===== src/rtl/mem_pkg.sv =====
// Shared types and defaults for the I/D-cache to memory arbiter.
package mem_pkg;

  localparam int DEF_ADDR_W      = 14;
  localparam int DEF_LINE_W      = 64;
  localparam int DEF_TIMEOUT_CYC = 255;

  // Width of the busy-cycle watchdog counter.
  localparam int WD_W = 8;

  localparam logic GNT_ID_I = 1'b0;
  localparam logic GNT_ID_D = 1'b1;

  typedef enum logic [1:0] {
    IDLE  = 2'd0,
    GNT_I = 2'd1,
    GNT_D = 2'd2
  } state_t;

endpackage


===== src/rtl/arb_rr2.sv =====
// Two-way round-robin picker: req[0] is the I-cache, req[1] the D-cache.
module arb_rr2
  import mem_pkg::*;
(
  input  logic [1:0] req,
  input  logic       last,
  output logic       winner
);

  always_comb begin
    case (req)
      2'b01:   winner = GNT_ID_I;
      2'b10:   winner = GNT_ID_D;
      // On a tie the side that did not win the previous tie goes first.
      2'b11:   winner = ~last;
      default: winner = last;
    endcase
  end

endmodule


===== src/rtl/mem_arbiter.sv =====
// Single-port line memory shared by I-cache fills and D-cache fills/write-backs,
// with round-robin tie breaking, locked D back-to-back and a busy watchdog.
module mem_arbiter
  import mem_pkg::*;
#(
  parameter int ADDR_W      = DEF_ADDR_W,
  parameter int LINE_W      = DEF_LINE_W,
  parameter int TIMEOUT_CYC = DEF_TIMEOUT_CYC
) (
  input  logic              clk,
  input  logic              rst_n,

  input  logic              i_req,
  input  logic [ADDR_W-1:0] i_addr,
  output logic              i_done,
  output logic [LINE_W-1:0] i_rdata,

  input  logic              d_req,
  input  logic              d_we,
  input  logic              d_lock,
  input  logic [ADDR_W-1:0] d_addr,
  input  logic [LINE_W-1:0] d_wdata,
  output logic              d_done,
  output logic [LINE_W-1:0] d_rdata,

  output logic              m_re,
  output logic              m_we,
  output logic [ADDR_W-1:0] m_addr,
  output logic [LINE_W-1:0] m_wdata,
  input  logic              m_rdy,
  input  logic [LINE_W-1:0] m_rdata,

  output logic              busy,
  output logic              timeout_err
);

  localparam logic [WD_W-1:0] WD_LIMIT = WD_W'(TIMEOUT_CYC);

  state_t          state_q;
  state_t          state_d;
  logic            last_gnt_q;
  logic            lock_q;
  logic [WD_W-1:0] wd_q;
  logic            timeout_err_q;

  logic            winner;
  logic            tie;
  logic            in_gnt;
  logic            tmo;
  logic            fin;
  logic            start_i;
  logic            start_d;

  arb_rr2 u_arb (
    .req    ({d_req, i_req}),
    .last   (last_gnt_q),
    .winner (winner)
  );

  assign tie    = i_req & d_req;
  assign in_gnt = (state_q != IDLE);
  // A real m_rdy in the limit cycle still completes normally.
  assign tmo    = in_gnt & ~m_rdy & (wd_q == WD_LIMIT);
  assign fin    = in_gnt & (m_rdy | tmo);

  always_ff @(posedge clk or negedge rst_n) begin
    if (!rst_n) begin
      state_q <= IDLE;
    end else begin
      state_q <= state_d;
    end
  end

  always_comb begin
    state_d = state_q;
    start_i = 1'b0;
    start_d = 1'b0;
    case (state_q)
      IDLE: begin
        if (i_req || d_req) begin
          if (winner == GNT_ID_D) begin
            state_d = GNT_D;
            start_d = 1'b1;
          end else begin
            state_d = GNT_I;
            start_i = 1'b1;
          end
        end
      end
      GNT_I: begin
        if (fin) begin
          state_d = IDLE;
        end
      end
      GNT_D: begin
        // A locked D transaction hands straight over to the next D request.
        if (m_rdy && lock_q && d_req) begin
          start_d = 1'b1;
        end else if (fin) begin
          state_d = IDLE;
        end
      end
      default: state_d = IDLE;
    endcase
  end

  always_comb begin
    i_done  = 1'b0;
    d_done  = 1'b0;
    i_rdata = '0;
    d_rdata = '0;
    case (state_q)
      GNT_I: begin
        i_done = fin;
        if (m_rdy) begin
          i_rdata = m_rdata;
        end
      end
      GNT_D: begin
        d_done = fin;
        if (m_rdy && !m_we) begin
          d_rdata = m_rdata;
        end
      end
      default: ;
    endcase
  end

  assign busy        = in_gnt;
  assign timeout_err = timeout_err_q;

  // Memory-side request registers, loaded only at a grant edge.
  always_ff @(posedge clk or negedge rst_n) begin
    if (!rst_n) begin
      m_re    <= 1'b0;
      m_we    <= 1'b0;
      m_addr  <= '0;
      m_wdata <= '0;
      lock_q  <= 1'b0;
    end else if (start_i) begin
      m_re    <= 1'b1;
      m_we    <= 1'b0;
      m_addr  <= i_addr;
      m_wdata <= '0;
      lock_q  <= 1'b0;
    end else if (start_d) begin
      m_re    <= ~d_we;
      m_we    <= d_we;
      m_addr  <= d_addr;
      m_wdata <= d_wdata;
      lock_q  <= d_lock;
    end else if (fin) begin
      m_re    <= 1'b0;
      m_we    <= 1'b0;
      lock_q  <= 1'b0;
    end
  end

  always_ff @(posedge clk or negedge rst_n) begin
    if (!rst_n) begin
      wd_q          <= '0;
      last_gnt_q    <= GNT_ID_I;
      timeout_err_q <= 1'b0;
    end else begin
      if (start_i || start_d) begin
        wd_q <= '0;
      end else if (in_gnt && !m_rdy) begin
        wd_q <= wd_q + 1'b1;
      end
      // Only contested grants move the round-robin pointer.
      if (state_q == IDLE && tie) begin
        last_gnt_q <= winner;
      end
      if (tmo) begin
        timeout_err_q <= 1'b1;
      end
    end
  end

endmodule

===== config.mk =====
export PLATFORM = sky130hd
export DESIGN_NAME = mem_arbiter
export DESIGN_NICKNAME = d
export VERILOG_FILES = /design/src/rtl/mem_pkg.sv /design/src/rtl/arb_rr2.sv /design/src/rtl/mem_arbiter.sv
export SDC_FILE = /design/constraint.sdc
export NUM_CORES = 1
export LEC_CHECK = 0
export CORE_AREA = 2 2 146 148
export CTS_CLUSTER_SIZE = 28
export DETAILED_ROUTE_END_ITERATION = 12
export DIE_AREA = 0 0 148 150
export PLACE_DENSITY = 0.62
export SYNTH_ARGS = -nofsm -noshare
export SYNTH_HDL_FRONTEND = slang
export SYNTH_SLANG_ARGS = --single-unit

===== constraint.sdc =====
create_clock -name clk -period 2 [get_ports clk]
set_input_delay 0.4 -clock clk [delete_from_list [all_inputs] [get_ports clk]]
set_output_delay 0.4 -clock clk [all_outputs]
set_load 0.02 [all_outputs]

==> results.json, run 1 <==
{
  "p_int_mw": 7.72,
  "finalHoldViolations": 0,
  "swShare": 0.394,
  "max_stage_delay_ns": 0.39,
  "p_seq_frac": 0.255,
  "synth_most_common_cell": "dfrtp_1",
  "wl_um": 21100,
  "hpwl_um": 15100,
  "critPathKind": "flop to output port",
  "violations": "setup timing",
  "holdPathEnd": "timeout_err",
  "grt_max_degree": 53,
  "hold_path_class": "flop to flop",
  "ys.flop_type": "dfrtp_1",
  "grt_use_total": 0.181,
  "place_worst_setup_slack_ns": -0.267,
  "rsz0062_at_grt": "yes",
  "final_nets": 1026,
  "cp.required_ns": 1.60,
  "p_sw_mw": 5.02,
  "fin_crit_ns": 2.23,
  "arrival_ns": 1.83,
  "ant_nets": 0,
  "vias": 5086,
  "combPwrFrac": 0.612,
  "synth_largest_area_cell": "dfrtp_1",
  "antenna_found_initial": 7,
  "synth.cells.most_frequent": "93 x dfrtp_1, 67 x a22o_1, 67 x and2_1, 64 x and3_1, 24 x nor2_1",
  "ys_seq_area_frac": 0.498,
  "initial_core_util": 0.226,
  "clkSlewWorstSetupHoldPaths_ns": 0.07,
  "cts.sinks": 93,
  "tns_ns": -15.37,
  "cts_tree": "done",
  "yosysWarnings": 0,
  "crit_chain": "buf_4, ha_4, buf_12, buf_16, buf_4, and3_1, buf_4",
  "grt_pass1_vias": 5169,
  "postSynthAreaPerCell_sq_um": 10.6,
  "io_pins": 375,
  "fmax_ghz": 0.449,
  "io_buffers": 374,
  "die-area_sq_um": 22200,
  "maxSlewHeadroom": 0.704,
  "grt_pass1_wl_um": 30700,
  "status": "finished, violations left",
  "syn_inst": 439,
  "setup_ws_ns": -0.228,
  "r2r_slack_ns": 0.14,
  "syn_nets": 606,
  "timing.rr.start": "state_q[0]",
  "synthToLayoutAreaGrowth_pct": 113,
  "r2r_end": "m_wdata[26]",
  "clk_root_buffer_cell": "clkbuf_16",
  "initialDrtViolationCount": 170,
  "insertion_delay_ns": 0.34,
  "core_sq_um": 20700,
  "drive_gt1_frac": 0.315,
  "synthDistinctLibCells": 37,
  "yosys-top-cells-area": "dfrtp_1 50%, a22o_1 13%, and2_1 9.0%",
  "maxSlewViolCount": 0,
  "wl_per_cell_um": 18.4,
  "peakVddDrop_v": 0.000886,
  "die_w_um": 148,
  "die_height_um": 150,
  "skew_ns": 0.0102,
  "worst_pin_slew_ns": 0.444,
  "async_flop_share": 1.00,
  "rr_worst_depth": 7,
  "clockBufferDepth": 2,
  "cap_violations": 0,
  "powerDensity_nw_per_um2": 1280,
  "rows": 53,
  "place_area_sq_um": 9030,
  "min_path_cells": 1,
  "utilization": 0.481,
  "drtPass1Iterations": 4,
  "synth_top_area_share": 0.498,
  "hold_start": "timeout_err",
  "synth-seq-cells": 93,
  "worst_setup_path_end_kind": "output port",
  "drcViolationCount": 0,
  "cts_buffers": 9,
  "p_clk_frac": 0.133,
  "cp_slowest_cell": "dfrtp_1",
  "design_area_sq_um": 9940,
  "gp_congestion": 0.773,
  "htree_levels": 3,
  "hold_ws_ns": 0.495,
  "grt_overflow": 0,
  "cp_max_fo": 9,
  "finalSetupViolations": 125,
  "crit_top_cell": "buf_4",
  "fin_crit_sh": 1.11,
  "synth_area_sq_um": 4670,
  "via_per_inst": 4.44,
  "cp-start-kind": "flop",
  "synth_edf_count": 0,
  "leakagePower_nw": 4.71
}
worst max-delay path, delay by kind of cell (launching register included):
kind                       cells  cell delay [ns]
DFF                            1             0.39
adders and majority gates      1             0.21
buffers and inverters          5             0.73
and+or+nand+nor                1             0.17
flip-flops by register name (all words and copies together) (netlist names):
| signal | cells |
|---|---|
| m_wdata | 64 |
| m_addr | 14 |
| wd_q | 8 |
| state_q | 2 |
| last_gnt_q | 1 |
| lock_q | 1 |
| m_re | 1 |
| m_we | 1 |
| timeout_err | 1 |
layer usage:
layer / GRT usage / part of all wire / vias up / routed length (um)
met5: 0 / 0 / - / 0
met4: 0.0881 / 0.035 / 0 / 738
met3: 0.0488 / 0.074 / 34 / 1560
met2: 0.326 / 0.52 / 223 / 11000
met1: 0.196 / 0.37 / 2404 / 7830
li1: - / - / 2425 / -
cell usage in the layout (no fill, tap or decap), types with 2 or more instances in the layout:
cell type | Yosys | layout
clkdlybuf4s50_1 | 0 | 240
a22o_1 | 67 | 67
ha_4 | 0 | 2
dfrtp_1 | 93 | 93
nor2_1 | 24 | 23
diode_2 | 0 | 7
a21oi_1 | 18 | 18
buf_2 | 12 | 3
inv_2 | 1 | 3
mux2i_1 | 14 | 14
nand4_1 | 3 | 3
xnor2_1 | 2 | 2
and2_1 | 67 | 54
nand2b_1 | 3 | 3
buf_4 | 6 | 90
and3_1 | 64 | 45
nand2_1 | 9 | 8
o21ai_1 | 3 | 3
clkbuf_16 | 0 | 10
buf_6 | 1 | 90
buf_12 | 1 | 18
clkinvlp_4 | 0 | 3
inv_6 | 0 | 2
xor2_1 | 6 | 6
nand3_1 | 2 | 2
buf_16 | 0 | 5
and3_4 | 0 | 19
and2_4 | 0 | 12
cell type report:
| cell class | count | area (sq um) |
|---|---|---|
| fill | 1913 | 10700 |
| timing repair buffer | 450 | 4660 |
| sequential | 93 | 2330 |
| multi-input combinational | 301 | 2290 |
| tap | 275 | 344 |
| clock buffer | 9 | 225 |
| clock inverter | 7 | 67.6 |
| antenna | 7 | 17.5 |
| inverter | 4 | 15.0 |
kinds of logic (layout without fill, tap and decap cells):
| logic type | count (synthesis) | in the layout | synth area share |
|---|---|---|---|
| buffers and inverters | 45 | 470 | 0.0493 |
| AO/OA/AOI/OAI | 96 | 96 | 0.166 |
| flip-flops | 93 | 93 | 0.498 |
| multiplexers | 14 | 14 | 0.0300 |
| adder cells (fa/ha/maj) | 4 | 4 | 0.0107 |
| XOR/XNOR | 8 | 8 | 0.0150 |
| other | 0 | 7 | 0 |
| AND/OR/NAND/NOR | 179 | 179 | 0.231 |
stage by stage:
step | cells | power, mW
2_1_floorplan | 439 | 6.61
3_3_place_gp | 1089 | 10.2
3_5_place_dp | 1089 | 10.2
4_1_cts | 1137 | 12.8
5_1_grt | 1146 | 13.4
6_report | 1146 | 12.7
worst max path at each step:
stage          slack (ns)       start          end
2_1_floorplan        0.04  state_q[0]       d_done
3_3_place_gp        -0.25  state_q[0]   d_rdata[2]
3_5_place_dp        -0.27  state_q[0]   d_rdata[2]
4_1_cts             -0.28  state_q[0]  d_rdata[34]
5_1_grt             -0.30  state_q[0]  i_rdata[33]
6_report            -0.23  state_q[0]  i_rdata[20]
power by group through the flow:
stage	Sequential [mW]	Combinational (mW)	Clock, mW
CTS	3.26	7.77	1.77
detailed placement	3.25	6.99	0
floorplan	4.22	2.39	0
global placement	3.26	6.93	0
finish	3.26	7.80	1.69
global route	3.36	8.24	1.82
repair_timing:
item / 4_1_cts / 5_1_grt
gates resized for setup: 725 / 71
pin swaps: 2 / 3
setup endpoints to repair: 131 / 132
hold buffers: 1 / 0
cloned: 8 / 1
endpoints found under the hold margin: 18 / 0
setup buffers: 24 / 7
Power figures use the tool's default switching activity.
==> inputs of run 2 (changes only) <==
Settings changed: SLEW_MARGIN set to 20.
==> results of run 2 <==
No change in the layout: final DEF, timing and power equal those of run 1.
